**src/rtl/seq_mult_param.sv**
```systemverilog
// seq_mult_param: shift-add sequential multiplier with an integrated controller.
// It computes a WIDTH x WIDTH product (2*WIDTH bits), unsigned or two's-complement
// signed, and retires one multiplier bit per clock. Signed operands are converted
// to magnitudes on entry, and the sign is reapplied in the FIX state.
module seq_mult_param #(
  parameter int WIDTH     = 8,
  parameter int SIGNED_EN = 1
) (
  input  logic               clk,
  input  logic               rst_n,
  input  logic               start,
  input  logic               signed_mode,
  input  logic [WIDTH-1:0]   multiplicand,
  input  logic [WIDTH-1:0]   multiplier,
  output logic               busy,
  output logic               done,
  output logic [2*WIDTH-1:0] product
);

  localparam int PW = 2 * WIDTH;
  localparam int AW = 2 * WIDTH + 1;
  localparam int CW = (WIDTH > 1) ? $clog2(WIDTH) : 1;

  typedef enum logic [1:0] {
    ST_IDLE = 2'd0,
    ST_RUN  = 2'd1,
    ST_FIX  = 2'd2
  } state_t;

  state_t          r_state;
  state_t          w_state_nxt;

  logic [AW-1:0]    r_acc;
  logic [WIDTH-1:0] r_mcand;
  logic [WIDTH-1:0] r_mplier;
  logic [CW-1:0]    r_cnt;
  logic             r_neg;
  logic             r_busy;
  logic             r_done;
  logic [PW-1:0]    r_product;

  logic [WIDTH-1:0] w_a_mag;
  logic [WIDTH-1:0] w_b_mag;
  logic             w_neg_in;
  logic             w_last_iter;
  logic [WIDTH:0]   w_add_hi;
  logic [AW-1:0]    w_acc_nxt;
  logic [PW-1:0]    w_prod_fix;

  // Operand conditioning. The most-negative value negates to 2^(WIDTH-1), which
  // still fits in WIDTH unsigned bits, so no overflow handling is needed.
  generate
    if (SIGNED_EN != 0) begin : g_signed
      logic w_a_negative;
      logic w_b_negative;
      assign w_a_negative = signed_mode & multiplicand[WIDTH-1];
      assign w_b_negative = signed_mode & multiplier[WIDTH-1];
      assign w_a_mag  = w_a_negative ? (~multiplicand + {{(WIDTH-1){1'b0}}, 1'b1}) : multiplicand;
      assign w_b_mag  = w_b_negative ? (~multiplier + {{(WIDTH-1){1'b0}}, 1'b1}) : multiplier;
      assign w_neg_in = w_a_negative ^ w_b_negative;
    end else begin : g_unsigned
      logic w_unused_signed_mode;
      assign w_unused_signed_mode = signed_mode;
      assign w_a_mag  = multiplicand;
      assign w_b_mag  = multiplier;
      assign w_neg_in = 1'b0;
    end
  endgenerate

  // The upper WIDTH+1 accumulator bits absorb the multiplicand, then everything shifts right.
  // The accumulator MSB is always 0 here because of the previous shift, so the sum fits in WIDTH+1 bits.
  assign w_add_hi    = r_mplier[0] ? (r_acc[AW-1:WIDTH] + {1'b0, r_mcand}) : r_acc[AW-1:WIDTH];
  assign w_acc_nxt   = {1'b0, w_add_hi, r_acc[WIDTH-1:1]};
  assign w_prod_fix  = r_neg ? (~r_acc[PW-1:0] + {{(PW-1){1'b0}}, 1'b1}) : r_acc[PW-1:0];
  assign w_last_iter = (r_cnt == CW'(WIDTH - 1));

  // FSM state register.
  always_ff @(posedge clk or negedge rst_n) begin
    if (!rst_n) begin
      r_state <= ST_IDLE;
    end else begin
      r_state <= w_state_nxt;
    end
  end

  // FSM next-state logic: IDLE -> RUN on start, RUN for WIDTH cycles, FIX for one cycle.
  always_comb begin
    w_state_nxt = r_state;
    case (r_state)
      ST_IDLE: begin
        if (start) begin
          w_state_nxt = ST_RUN;
        end else begin
          w_state_nxt = ST_IDLE;
        end
      end
      ST_RUN: begin
        if (w_last_iter) begin
          w_state_nxt = ST_FIX;
        end else begin
          w_state_nxt = ST_RUN;
        end
      end
      ST_FIX:  w_state_nxt = ST_IDLE;
      default: w_state_nxt = ST_IDLE;
    endcase
  end

  // Datapath and registered outputs: latch operands, iterate, then publish the signed-corrected product.
  always_ff @(posedge clk or negedge rst_n) begin
    if (!rst_n) begin
      r_acc     <= {AW{1'b0}};
      r_mcand   <= {WIDTH{1'b0}};
      r_mplier  <= {WIDTH{1'b0}};
      r_cnt     <= {CW{1'b0}};
      r_neg     <= 1'b0;
      r_busy    <= 1'b0;
      r_done    <= 1'b0;
      r_product <= {PW{1'b0}};
    end else begin
      r_done <= 1'b0;
      case (r_state)
        ST_IDLE: begin
          if (start) begin
            r_mcand  <= w_a_mag;
            r_mplier <= w_b_mag;
            r_neg    <= w_neg_in;
            r_acc    <= {AW{1'b0}};
            r_cnt    <= {CW{1'b0}};
            r_busy   <= 1'b1;
          end
        end
        ST_RUN: begin
          r_acc    <= w_acc_nxt;
          r_mplier <= {1'b0, r_mplier[WIDTH-1:1]};
          r_cnt    <= r_cnt + CW'(1);
        end
        ST_FIX: begin
          r_product <= w_prod_fix;
          r_done    <= 1'b1;
          r_busy    <= 1'b0;
        end
        default: begin
          r_busy <= 1'b0;
        end
      endcase
    end
  end

  assign busy    = r_busy;
  assign done    = r_done;
  assign product = r_product;

endmodule

```
**config.mk**
```make
export PLATFORM = sky130hd
export DESIGN_NAME = seq_mult_param
export DESIGN_NICKNAME = d
export VERILOG_FILES = /design/src/rtl/seq_mult_param.sv
export SDC_FILE = /design/constraint.sdc
export NUM_CORES = 1
export LEC_CHECK = 0
export BUFFER_PORTS_ARGS = -buffer_cell sky130_fd_sc_hd__buf_4
export CAP_MARGIN = 10
export CORE_ASPECT_RATIO = 0.5
export CORE_UTILIZATION = 32
export DETAILED_ROUTE_END_ITERATION = 16
export PLACE_DENSITY = 0.61
export SLEW_MARGIN = 10
export SYNTH_ARGS = -nofsm -noshare
export SYNTH_HDL_FRONTEND = slang
export SYNTH_SLANG_ARGS = --single-unit
export TNS_END_PERCENT = 30
```
**constraint.sdc**
```tcl
create_clock -name clk -period 2.1 [get_ports clk]
set_clock_uncertainty 0.15 [all_clocks]
set_input_delay 0.105 -clock clk [delete_from_list [all_inputs] [get_ports clk]]
set_output_delay 0.105 -clock clk [all_outputs]
set_load 0.01 [all_outputs]
```
==> run_summary.xml <==
<?xml version="1.0" encoding="UTF-8"?>
<metrics>
  <group name="yosys">
    <metric name="async_flop_share" unit="">1.00</metric>
    <metric name="avg_cell_area_syn" unit="um^2">9.80</metric>
    <metric name="ys.warnings.count" unit="">0</metric>
    <metric name="dominantRegCellSynth" unit="">sky130_fd_sc_hd__dfrtp_1</metric>
    <metric name="synth_cell_type_count" unit="">51</metric>
    <metric name="synthCells" unit="">314</metric>
    <metric name="count_of_flip_flops_with_a_built_in_enable_after_synthesis" unit="">0</metric>
    <metric name="flip_flop_and_latch_count_after_synthesis" unit="">56</metric>
    <metric name="synth.cell_area" unit="um^2">3080</metric>
    <metric name="yosysSeqAreaShare" unit="">0.455</metric>
    <metric name="synth.net_count" unit="">348</metric>
  </group>
  <group name="pwr">
    <metric name="power_per_cell_area" unit="nW/um^2">1410</metric>
    <metric name="p_leak" unit="nW">1.78</metric>
    <metric name="vdd.ir_drop.worst" unit="mV">0.448</metric>
    <metric name="finalPower" unit="mW">5.40</metric>
  </group>
  <group name="min_path">
    <metric name="min_from" unit="">multiplicand[1]</metric>
    <metric name="min_path_type" unit="">input pin to flop</metric>
    <metric name="worstHoldPathCells" unit="">3</metric>
    <metric name="worstHoldEndpoint" unit="">r_mcand[1]</metric>
  </group>
  <group name="critical_path">
    <metric name="timing_worst_setup_path_type" unit="">flop to flop</metric>
    <metric name="critical_path_fanout_max" unit="">3</metric>
    <metric name="data_arrival_critical_path" unit="ns">2.04</metric>
    <metric name="timing.critical_path.to_type" unit="">flop</metric>
    <metric name="required" unit="ns">2.13</metric>
    <metric name="timing.reg2reg.worst_path_depth" unit="">7</metric>
    <metric name="timing.reg2reg.setup_slack" unit="ns">0.09</metric>
    <metric name="worstReg2RegStart" unit="">r_acc[8]</metric>
    <metric name="reg2reg_end" unit="">r_acc[15]</metric>
    <metric name="cp-start-kind" unit="">flop</metric>
  </group>
  <group name="floorplan">
    <metric name="effective_utilization_at_floorplan" unit="">0.342</metric>
    <metric name="die_h" unit="um">71.3</metric>
    <metric name="die_width" unit="um">141</metric>
    <metric name="die_area" unit="um^2">10000</metric>
    <metric name="core.rowCount" unit="">24</metric>
    <metric name="core_outline_area" unit="um^2">9010</metric>
    <metric name="pin_count" unit="">38</metric>
  </group>
  <group name="sta">
    <metric name="max_clock_freq" unit="MHz">497</metric>
    <metric name="slew_viol_final" unit="">0</metric>
    <metric name="worst_max_slew_margin_expressed_relative_to_the_limit" unit="">0.525</metric>
    <metric name="final.min_clock_period" unit="ns">2.01</metric>
    <metric name="tightest_slew" unit="ns">0.713</metric>
    <metric name="timing.setup.tns" unit="ns">0</metric>
    <metric name="post-route-period-util" unit="">0.958</metric>
    <metric name="final.hold.worst_slack" unit="ns">-0.00522</metric>
    <metric name="hold_violations" unit="">2</metric>
    <metric name="setup_viol" unit="">0</metric>
  </group>
  <group name="place">
    <metric name="finalWeightedCongestion" unit="">0.764</metric>
    <metric name="place_hpwl" unit="mm">4.98</metric>
    <metric name="io_buffers" unit="">37</metric>
  </group>
  <group name="cells_and_area">
    <metric name="layout.filler_cells" unit="">881</metric>
    <metric name="layout.nets" unit="">402</metric>
    <metric name="final_layout_size_suffix_gt1_frac" unit="">0.211</metric>
    <metric name="areaGrowthSynthToFinish" unit="%">24.8</metric>
    <metric name="antenna-diode-count" unit="">0</metric>
    <metric name="most-common-layout-cells" unit="">sky130_fd_sc_hd__dfrtp_1, sky130_fd_sc_hd__buf_4, sky130_fd_sc_hd__nand2_1</metric>
    <metric name="layout_commonest_cell" unit="">sky130_fd_sc_hd__dfrtp_1</metric>
  </group>
  <group name="detailed_routing">
    <metric name="detail_route.vias_per_cell" unit="">4.95</metric>
    <metric name="routedWlPerCell" unit="um">13.8</metric>
    <metric name="antenna_left" unit="">0</metric>
    <metric name="drc" unit="">0</metric>
    <metric name="drtPass1Iterations" unit="">4</metric>
    <metric name="initial_drc_count" unit="">127</metric>
    <metric name="via_count" unit="">2405</metric>
    <metric name="totalWireLength" unit="mm">6.73</metric>
  </group>
  <group name="cts">
    <metric name="number_of_clock_sinks" unit="">56</metric>
    <metric name="clock_tree.htree_level_count" unit="">2</metric>
    <metric name="cts.reportedPaths.clkPinSlew" unit="ns">0.07</metric>
    <metric name="clock_insertion_delay_worst_skew" unit="ns">0.30</metric>
    <metric name="clock_tree.buffer_depth" unit="">2</metric>
    <metric name="clock_tree_from_tritoncts" unit="">done</metric>
    <metric name="cts_root_buffer" unit="">sky130_fd_sc_hd__clkbuf_16</metric>
    <metric name="cts_buffers" unit="">5</metric>
    <metric name="number_of_post_cts_setup_repair_buffers" unit="">0</metric>
  </group>
  <group name="grt">
    <metric name="first_global_vias" unit="">2318</metric>
    <metric name="grt_pass1_wl" unit="mm">11.5</metric>
    <metric name="initial_antenna_violation_count" unit="">0</metric>
    <metric name="globalRouteOverflowTotal" unit="">0</metric>
    <metric name="grt_util_all_layers" unit="">0.145</metric>
    <metric name="grt_start_max_net_pins" unit="">57</metric>
  </group>
  <group name="status">
    <metric name="violations" unit="">hold timing</metric>
    <metric name="run_status" unit="">finished with violations</metric>
  </group>
  <group name="run">
    <metric name="maxCapViolCount" unit="">0</metric>
  </group>
</metrics>
-- per-stage QoR --
stage / util / hold slack [ns] / worst slack [ns] / area [um^2] / cells
5_1_grt: 0.426 / 0.00365 / -0.0275 / 3840 / 486
6_report: 0.426 / -0.00522 / 0.0889 / 3840 / 486
3_3_place_gp: 0.393 / 0.0632 / 0.0709 / 3540 / 468
3_5_place_dp: 0.393 / 0.0496 / 0.0571 / 3540 / 468
2_1_floorplan: - / -0.341 / 0.0255 / 3080 / 314
4_1_cts: 0.425 / 0.00146 / 0.0195 / 3820 / 486
-- how the worst max path moves through the flow --
stage / startpoint / endpoint / slack [ns] / cells past startpoint
2_1_floorplan: r_acc[8] / r_acc[15] / 0.03 / 7
3_3_place_gp: r_acc[8] / r_acc[15] / 0.07 / 7
3_5_place_dp: r_acc[8] / r_acc[15] / 0.06 / 7
4_1_cts: r_acc[8] / r_acc[15] / 0.02 / 7
5_1_grt: r_mcand[0] / r_acc[15] / -0.03 / 7
6_report: r_acc[8] / r_acc[15] / 0.09 / 7
-- power breakdown --
| group | switching [mW] | leakage [nW] | internal (mW) | total (mW) |
|---|---|---|---|---|
| registers | 0.394 | 0.722 | 1.51 | 1.91 |
| clock network | 0.376 | 0.0901 | 0.628 | 1.00 |
| logic | 1.28 | 0.970 | 1.21 | 2.49 |
| total | 2.05 | 1.78 | 3.35 | 5.40 |
-- cell families (layout without fill, tap and decap cells) --
| family | count (synthesis) | count (layout) | synth area share |
|---|---|---|---|
| xor gates and xnor gates | 29 | 29 | 0.0826 |
| adders and majority gates | 14 | 14 | 0.0594 |
| muxes | 6 | 6 | 0.0199 |
| AOI/OAI and AO/OA | 96 | 96 | 0.215 |
| buffers and inverters | 27 | 82 | 0.0374 |
| DFF | 56 | 56 | 0.455 |
| and+or+nand+nor | 86 | 86 | 0.130 |
-- routing by layer --
metal  share of wire  global-route usage  vias to the layer above
met5               0                   0                        -
met4          0.0085              0.0290                        0
li1                -                   -                     1230
met1            0.52               0.209                     1117
met2            0.40               0.219                       52
met3           0.063              0.0408                        6
-- worst max-delay path, cell delays in order (launching register included) --
cell and delay, ns:
sky130_fd_sc_hd__dfrtp_1 0.39, sky130_fd_sc_hd__ha_2 0.21, sky130_fd_sc_hd__fa_2 0.35, sky130_fd_sc_hd__a211oi_2 0.18, sky130_fd_sc_hd__o21bai_1 0.09, sky130_fd_sc_hd__a21o_1 0.19
sky130_fd_sc_hd__a211oi_1 0.23, sky130_fd_sc_hd__o21ai_0 0.10
-- registers in the layout (all words and copies together), names as in the netlist --
register	cells
product	16
r_neg	1
r_mcand	8
r_acc	16
done	1
r_mplier	8
r_cnt	3
r_state	2
busy	1
-- layout make-up --
class                           instances  area [um^2]  share of cell area
Timing Repair Buffer                   61          483               0.126
Multi-Input combinational cell        231         1580               0.411
Clock buffer                            7          153              0.0398
Inverter                               13         48.8              0.0127
Sequential cell                        56         1400               0.365
Tap cell                              117          146              0.0381
Clock inverter                          1         30.0             0.00782
-- cells in the mapped netlist, types with 2 or more instances --
cell type	n	share of area
sky130_fd_sc_hd__o21ai_1	4	0.0065
sky130_fd_sc_hd__nor2b_1	2	0.0041
sky130_fd_sc_hd__a211oi_1	3	0.0073
sky130_fd_sc_hd__nor3_1	5	0.0081
sky130_fd_sc_hd__nand2b_1	2	0.0041
sky130_fd_sc_hd__o211ai_1	2	0.0049
sky130_fd_sc_hd__o31ai_1	4	0.0098
sky130_fd_sc_hd__buf_2	5	0.0081
sky130_fd_sc_hd__a21o_1	5	0.012
sky130_fd_sc_hd__mux2i_1	5	0.016
sky130_fd_sc_hd__a31oi_1	3	0.0061
sky130_fd_sc_hd__o22a_1	2	0.0057
sky130_fd_sc_hd__xnor2_1	16	0.046
sky130_fd_sc_hd__clkbuf_1	8	0.0098
sky130_fd_sc_hd__nand2_1	42	0.051
sky130_fd_sc_hd__and2_1	2	0.0041
sky130_fd_sc_hd__a32oi_1	5	0.014
sky130_fd_sc_hd__inv_1	13	0.016
sky130_fd_sc_hd__ha_1	13	0.053
sky130_fd_sc_hd__o32ai_1	2	0.0057
sky130_fd_sc_hd__o21ai_0	33	0.054
sky130_fd_sc_hd__a22o_1	6	0.017
sky130_fd_sc_hd__nor4_2	2	0.0081
sky130_fd_sc_hd__a2bb2oi_1	2	0.0057
sky130_fd_sc_hd__o22ai_1	2	0.0041
sky130_fd_sc_hd__dfrtp_1	56	0.46
sky130_fd_sc_hd__or4_1	2	0.0049
sky130_fd_sc_hd__nand3_1	4	0.0065
sky130_fd_sc_hd__nor2_1	18	0.022
sky130_fd_sc_hd__o41ai_2	2	0.011
sky130_fd_sc_hd__xor2_1	13	0.037
sky130_fd_sc_hd__a21oi_1	12	0.020
-- repair_timing --
| action | 4_1_cts | 5_1_grt |
|---|---|---|
| hold endpoints to repair | 64 | 0 |
| hold buffers | 10 | 0 |
| setup endpoints to repair | 0 | 4 |
| resized for setup | 0 | 5 |
No activity file was read; power rests on OpenSTA's default activity.
